<file path="src/rtl/alu_div.sv">
// Restoring divider: one quotient bit per clock; done DATA_WIDTH+1 edges after accept (next edge for divide-by-zero).
// No backpressure: start is taken only in IDLE/DONE and ignored while busy; results hold until the next completion.
module alu_div #(
  parameter int DATA_WIDTH = 64
) (
  input  logic                  clk,
  input  logic                  rst_n,
  input  logic                  start,
  input  logic                  is_signed,
  input  logic [DATA_WIDTH-1:0] dividend,
  input  logic [DATA_WIDTH-1:0] divisor,
  output logic                  busy,
  output logic                  done,
  output logic [DATA_WIDTH-1:0] quotient,
  output logic [DATA_WIDTH-1:0] remainder,
  output logic                  div_by_zero
);

  localparam int CW = (DATA_WIDTH > 1) ? $clog2(DATA_WIDTH) : 1;
  localparam logic [CW-1:0] LAST = CW'(DATA_WIDTH - 1);

  typedef enum logic [1:0] {IDLE, CALC, FIX, DONE} state_t;

  state_t                state_q, state_d;
  logic [CW-1:0]         cnt_q, cnt_d;
  logic [DATA_WIDTH:0]   rem_q, rem_d;
  logic [DATA_WIDTH-1:0] quo_q, quo_d;
  logic [DATA_WIDTH-1:0] dvs_q, dvs_d;
  logic                  neg_quo_q, neg_quo_d;
  logic                  neg_rem_q, neg_rem_d;
  logic [DATA_WIDTH-1:0] quotient_q, quotient_d;
  logic [DATA_WIDTH-1:0] remainder_q, remainder_d;
  logic                  dbz_q, dbz_d;

  logic                  accept;
  logic                  a_neg, b_neg;
  logic [DATA_WIDTH-1:0] a_mag, b_mag;
  logic [DATA_WIDTH:0]   shifted, trial;

  assign accept  = start && (state_q == IDLE || state_q == DONE);
  assign a_neg   = is_signed & dividend[DATA_WIDTH-1];
  assign b_neg   = is_signed & divisor[DATA_WIDTH-1];
  assign a_mag   = a_neg ? -dividend : dividend;
  assign b_mag   = b_neg ? -divisor : divisor;
  // quo_q holds the unconsumed dividend bits at the top and grows quotient bits at the bottom
  assign shifted = {rem_q[DATA_WIDTH-1:0], quo_q[DATA_WIDTH-1]};
  assign trial   = shifted - {1'b0, dvs_q};

  always_comb begin
    state_d     = state_q;
    cnt_d       = cnt_q;
    rem_d       = rem_q;
    quo_d       = quo_q;
    dvs_d       = dvs_q;
    neg_quo_d   = neg_quo_q;
    neg_rem_d   = neg_rem_q;
    quotient_d  = quotient_q;
    remainder_d = remainder_q;
    dbz_d       = dbz_q;

    case (state_q)
      IDLE, DONE: begin
        state_d = IDLE;
        if (accept) begin
          if (divisor == '0) begin
            state_d     = DONE;
            quotient_d  = '0;
            remainder_d = dividend;
            dbz_d       = 1'b1;
          end else begin
            state_d   = CALC;
            cnt_d     = '0;
            rem_d     = '0;
            quo_d     = a_mag;
            dvs_d     = b_mag;
            neg_quo_d = a_neg ^ b_neg;
            neg_rem_d = a_neg;
          end
        end
      end
      CALC: begin
        // a set top bit means the trial subtraction borrowed: restore
        rem_d = trial[DATA_WIDTH] ? shifted : trial;
        quo_d = {quo_q[DATA_WIDTH-2:0], ~trial[DATA_WIDTH]};
        cnt_d = cnt_q + 1'b1;
        if (cnt_q == LAST) state_d = FIX;
      end
      FIX: begin
        quotient_d  = neg_quo_q ? -quo_q : quo_q;
        remainder_d = neg_rem_q ? -rem_q[DATA_WIDTH-1:0] : rem_q[DATA_WIDTH-1:0];
        dbz_d       = 1'b0;
        state_d     = DONE;
      end
      default: state_d = IDLE;
    endcase
  end

  always_ff @(posedge clk) begin
    if (!rst_n) begin
      state_q     <= IDLE;
      cnt_q       <= '0;
      rem_q       <= '0;
      quo_q       <= '0;
      dvs_q       <= '0;
      neg_quo_q   <= 1'b0;
      neg_rem_q   <= 1'b0;
      quotient_q  <= '0;
      remainder_q <= '0;
      dbz_q       <= 1'b0;
    end else begin
      state_q     <= state_d;
      cnt_q       <= cnt_d;
      rem_q       <= rem_d;
      quo_q       <= quo_d;
      dvs_q       <= dvs_d;
      neg_quo_q   <= neg_quo_d;
      neg_rem_q   <= neg_rem_d;
      quotient_q  <= quotient_d;
      remainder_q <= remainder_d;
      dbz_q       <= dbz_d;
    end
  end

  assign busy        = (state_q == CALC) || (state_q == FIX);
  assign done        = (state_q == DONE);
  assign quotient    = quotient_q;
  assign remainder   = remainder_q;
  assign div_by_zero = dbz_q;

endmodule

</file>
<file path="config.mk">
export PLATFORM = sky130hd
export DESIGN_NAME = alu_div
export DESIGN_NICKNAME = d
export VERILOG_FILES = /design/src/rtl/alu_div.sv
export SDC_FILE = /design/constraint.sdc
export NUM_CORES = 1
export LEC_CHECK = 0
export CORE_MARGIN = 2
export CORE_UTILIZATION = 35
export DETAILED_ROUTE_END_ITERATION = 8
export PLACE_DENSITY = 0.6
export SLEW_MARGIN = 25
export SYNTH_ARGS = -nofsm -noshare
export SYNTH_HDL_FRONTEND = slang
export SYNTH_SLANG_ARGS = --single-unit
export TNS_END_PERCENT = 10
</file>
<file path="constraint.sdc">
create_clock -name clk -period 11 [get_ports clk]
set_clock_uncertainty 0.2 [all_clocks]
set_input_delay 2.75 -clock clk [delete_from_list [all_inputs] [get_ports clk]]
set_output_delay 2.75 -clock clk [all_outputs]
set_load 0.005 [all_outputs]
</file>
Word level (Yosys, flattened, before mapping)
Cells that the tools add are included.
{"block": "word_totals", "register_bits": 331, "elab_cells": 67}
{"block": "classes", "eq_ne": 8, "n_bitwise": 5, "n_addsub": 6, "n_reduce_logical": 11, "n_mux": 27}
{"op": "$mux 64", "count": 13}
{"op": "$pmux 64 s2", "count": 4}
{"op": "$neg 64->64", "count": 4}
{"op": "$sub 65x64->65", "count": 1}
{"op": "$logic_not 64->1", "count": 1}
{"op": "$mux 6", "count": 2}
{"op": "$pmux 6 s2", "count": 1}
{"op": "$reduce_and 3->1", "count": 3}
{"op": "$ne 2x2->1 const B", "count": 4}
{"op": "$add 6x1->6 const B", "count": 1}
{"op": "$eq 6x6->1 const B", "count": 1}
{"op": "$mux 2", "count": 3}
{"op": "$pmux 2 s3", "count": 1}
{"op": "$eq 2x2->1 const B", "count": 2}
{"op": "$reduce_bool 2->1", "count": 2}
{"op": "$and 1x1->1", "count": 2}
{"op": "$eq 2x1->1 const B", "count": 1}
{"op": "$logic_not 2->1", "count": 1}
{"op": "$logic_or 1x1->1", "count": 2}
{"op": "$mux 1", "count": 2}
{"op": "$not 1->1", "count": 2}
{"op": "$pmux 1 s2", "count": 1}
{"op": "$reduce_or 2->1", "count": 1}
{"op": "$logic_and 1x1->1", "count": 1}
{"op": "$xor 1x1->1", "count": 1}

Longest topological paths before layout
{"block": "logic_depth", "ltp_word": 5, "ltp_mapped": 15, "ltp_nobuf": 13}

Worst setup path before layout
Ideal clock, no wire load.
{"block": "synth_timing", "kind": "input to register", "from": "input divisor[14]", "to": "register quo_q[16]", "arrival_time_ps": 5649, "cell_stages": 11, "required_ps": 10672, "slack_ps": 5023, "n_path_buf": 2, "path_cell_list": "or4_1 or4_1 or3_1 or2_1 nor4_4 o21ai_1 and2_1 buf_2 buf_2 a222oi_1 nor2_1"}
{"block": "synth_between", "elab_chain_len": 3}
{"item": "from (decl)", "line_no": "11", "rtl": "input logic [DATA_WIDTH-1:0] divisor,"}
{"item": "$logic_not 64->1", "line_no": "65", "rtl": "if (divisor == '0) begin"}
{"item": "$ne 2x2->1 (no source line)"}
{"item": "$reduce_and 3->1 (no source line)"}
{"item": "to (signal assigned)", "line_no": "114", "rtl": "quo_q <= quo_d;"}
{"item": "to (decl)", "line_no": "27", "rtl": "logic [DATA_WIDTH-1:0] quo_q, quo_d;"}
Every way passes these cells.
A chain may end at the register's enable or synchronous reset.

Worst setup path after layout
{"block": "layout_timing", "from": "input divisor[14]", "to": "register quo_q[40]"}
The elaborated chain is that of the path after synthesis.

==> out/qor.yml <==
first_iter_violations: 1471
synth-edff-count: 0
grt_overflow: 0
ys_types: 73
final_cell_mix: "329 x dfxtp_1, 293 x nor2_1, 262 x clkdlybuf4s50_1"
grt_pass1_wl_mm: 112.0
tritoncts: "done"
die_area_sq_um: 64090
routedWlPerCell_um: 19.00
wl_mm: 72.41
p_leak_nw: 9.561
cts_resized: 0
synth_fp_nets: 3007
routed_via_density: 5.507
syn_to_final_growth_pct: 20.97
first_pass_iters: 5
grt_max_degree: 128
endpoint: "quo_q[40]"
post-route-period-util_pct: 64.15
drc_errors: 0
pin_count: 263
end_kind: "flip-flop"
clk_latency_ns: 0.57
post-route-min-period_ns: 7.056
fin_nets: 3144
die_w_um: 253.2
relSlewSlack_pct: 19.83
cts.sinks: 331
power.density_nw_per_um2: 191.8
setup_violations: 0
yosys_register_bits: 331
yosysWarnings: 0
drtAntennaViolNets: 0
cp_max_fo: 71
hold_buffers: 0
synth.avg_cell_area_sq_um: 7.755
numCtsBuffers: 40
initial_core_util_pct: 35.28
cts-root-buf: "clkbuf_16"
hold_viol: 0
dpl.hpwl_mm: 55.00
ys_seq_area_share_pct: 30.49
antenna_found_initial: 2
die_h_um: 253.2
peakVddDrop_mv: 0.1545
gp_congestion: 0.8702
num_rows: 91
outcome: "completed"
rsz0062_at_grt: "no"
worst_slew_pin_slew_ns: 1.187
core_area_sq_um: 61600
r2r-start: "quo_q[63]"
yosys_most_used_dff: "dfxtp_1"
crit_start: "divisor[14]"
maxCapViolations: 0
syn_area_sq_um: 21730
final_common_cell: "dfxtp_1"
cp-start-kind: "input port"
hold_path.class: "flip-flop to flip-flop"
clkTransAtPathRegs_ns: 0.06
cp_data_arrival_time_ns: 7.27
drv_slew: 0
fmax_mhz: 141.7
globalRouteTotalUtil_pct: 21.83
critPathKind: "input port to flip-flop"
reg2reg_depth: 14
rrSetupSlack_ns: 6.19
drive_gt1_share_pct: 4.513
vias: 20987
synthCells: 2802
post_cts_buffers: 0
port_buffers: 262
grt_pass1_vias: 19900
cts-htree-levels: 2
setup_tns_ns: 0
critPathRequiredTime_ns: 11.21
reg2reg_to: "rem_q[17]"
fin_util_pct: 42.67
synth_async_sr_flop_share_pct: 0
clock_path_buffers: 3
[flip-flops by register name, summed over array words and instances (netlist names)]
register and count:
dvs_q 64, remainder 64, rem_q 64, quotient 64, state_q 2, neg_rem_q 1, quo_q 64, neg_quo_q 1
div_by_zero 1, cnt_q 6
[layer usage]
layer	vias up	global-route usage (%)	routed length (um)
li1	10454	-	-
met2	595	34.95	32080
met4	0	5.376	1592
met3	97	2.930	3608
met1	9841	30.84	35130
met5	-	0	0
[where the power goes]
group,internal (mW),switching (mW)
Sequential,1.40,0.210
Clock,0.841,0.557
Combinational,0.765,1.27
[cell usage after synthesis (9+ instances only)]
cell type / count / area, sq um
and2_1: 9 / 56.30
or2_2: 19 / 118.9
nor3_1: 46 / 230.2
a22oi_1: 82 / 615.6
o31ai_1: 67 / 503.0
nor3b_1: 60 / 450.4
or3_1: 40 / 250.2
ha_1: 72 / 900.9
nor4_1: 23 / 143.9
a21oi_1: 180 / 900.9
a21o_1: 34 / 255.2
xnor2_1: 203 / 1778
a31oi_1: 19 / 118.9
a32oi_1: 10 / 87.58
nor2_1: 294 / 1104
a222oi_1: 16 / 160.2
buf_2: 35 / 175.2
o21ai_0: 176 / 880.8
nand3_1: 38 / 190.2
o21ai_1: 49 / 245.2
nand2b_1: 21 / 131.4
clkbuf_1: 149 / 559.3
o21bai_1: 9 / 67.56
dfxtp_1: 331 / 6626
xor2_1: 102 / 893.4
mux2i_1: 40 / 400.4
or4_1: 29 / 217.7
o41ai_1: 29 / 254.0
o211ai_1: 13 / 97.59
a211oi_1: 71 / 533.0
a221oi_1: 57 / 499.2
nand4_1: 25 / 156.4
nand2_1: 258 / 968.4
inv_1: 98 / 367.9
[critical path: stages]
cell	delay (ns)
clkdlybuf4s50_1	0.48
or4_1	0.60
or4_1	0.54
or3_1	0.36
or2_1	0.35
nor4_4	0.58
or3_2	0.25
buf_4	0.56
nor2_2	0.04
buf_4	0.29
a222oi_1	0.35
nor2_1	0.08
[stage by stage]
| step | setup WS, ns | hold WS [ns] | instances | power, mW | cell area, sq um |
|---|---|---|---|---|---|
| after floorplan | 5.023 | 0.2319 | 2802 | 3.002 | 21730 |
| after global placement | 3.219 | 0.2433 | 3733 | 3.604 | 24860 |
| after detailed placement | 3.068 | 0.2469 | 3733 | 3.642 | 24860 |
| after CTS | 3.664 | 0.2541 | 3805 | 5.051 | 26240 |
| after global routing | 3.652 | 0.2785 | 3806 | 5.361 | 26270 |
| final | 3.944 | 0.2518 | 3811 | 5.041 | 26290 |
[worst min path at each step]
stage / from / end / slack [ns] / depth (start not counted)
2_1_floorplan: dvs_q[53] / dvs_q[53] / 0.23 / 2
3_3_place_gp: quotient[43] / quotient[43] / 0.24 / 2
3_5_place_dp: quotient[55] / quotient[55] / 0.25 / 2
4_1_cts: quotient[45] / quotient[45] / 0.25 / 2
5_1_grt: dvs_q[53] / dvs_q[53] / 0.28 / 2
6_report: quotient[43] / quotient[43] / 0.25 / 2
[logic make-up after synthesis]
group | share of synthesized area, %
DFF | 30.49
muxes | 1.843
adders and majority gates | 4.238
xor gates and xnor gates | 12.29
and+or+nand+nor | 19.84
AOI/OAI and AO/OA | 26.02
buffers and inverters | 5.274
[area by class of cell]
type,instances,area [sq um]
multi-input cells,2181,14010
well taps,837,1047
clock inverters,21,252.7
repair buffers,287,2841
inverters,98,372.9
diodes,5,12.51
fillers,6222,35310
flip-flops and latches,331,6631
clock buffers,51,1122
Note: power is estimated with default switching activity, not from simulation.
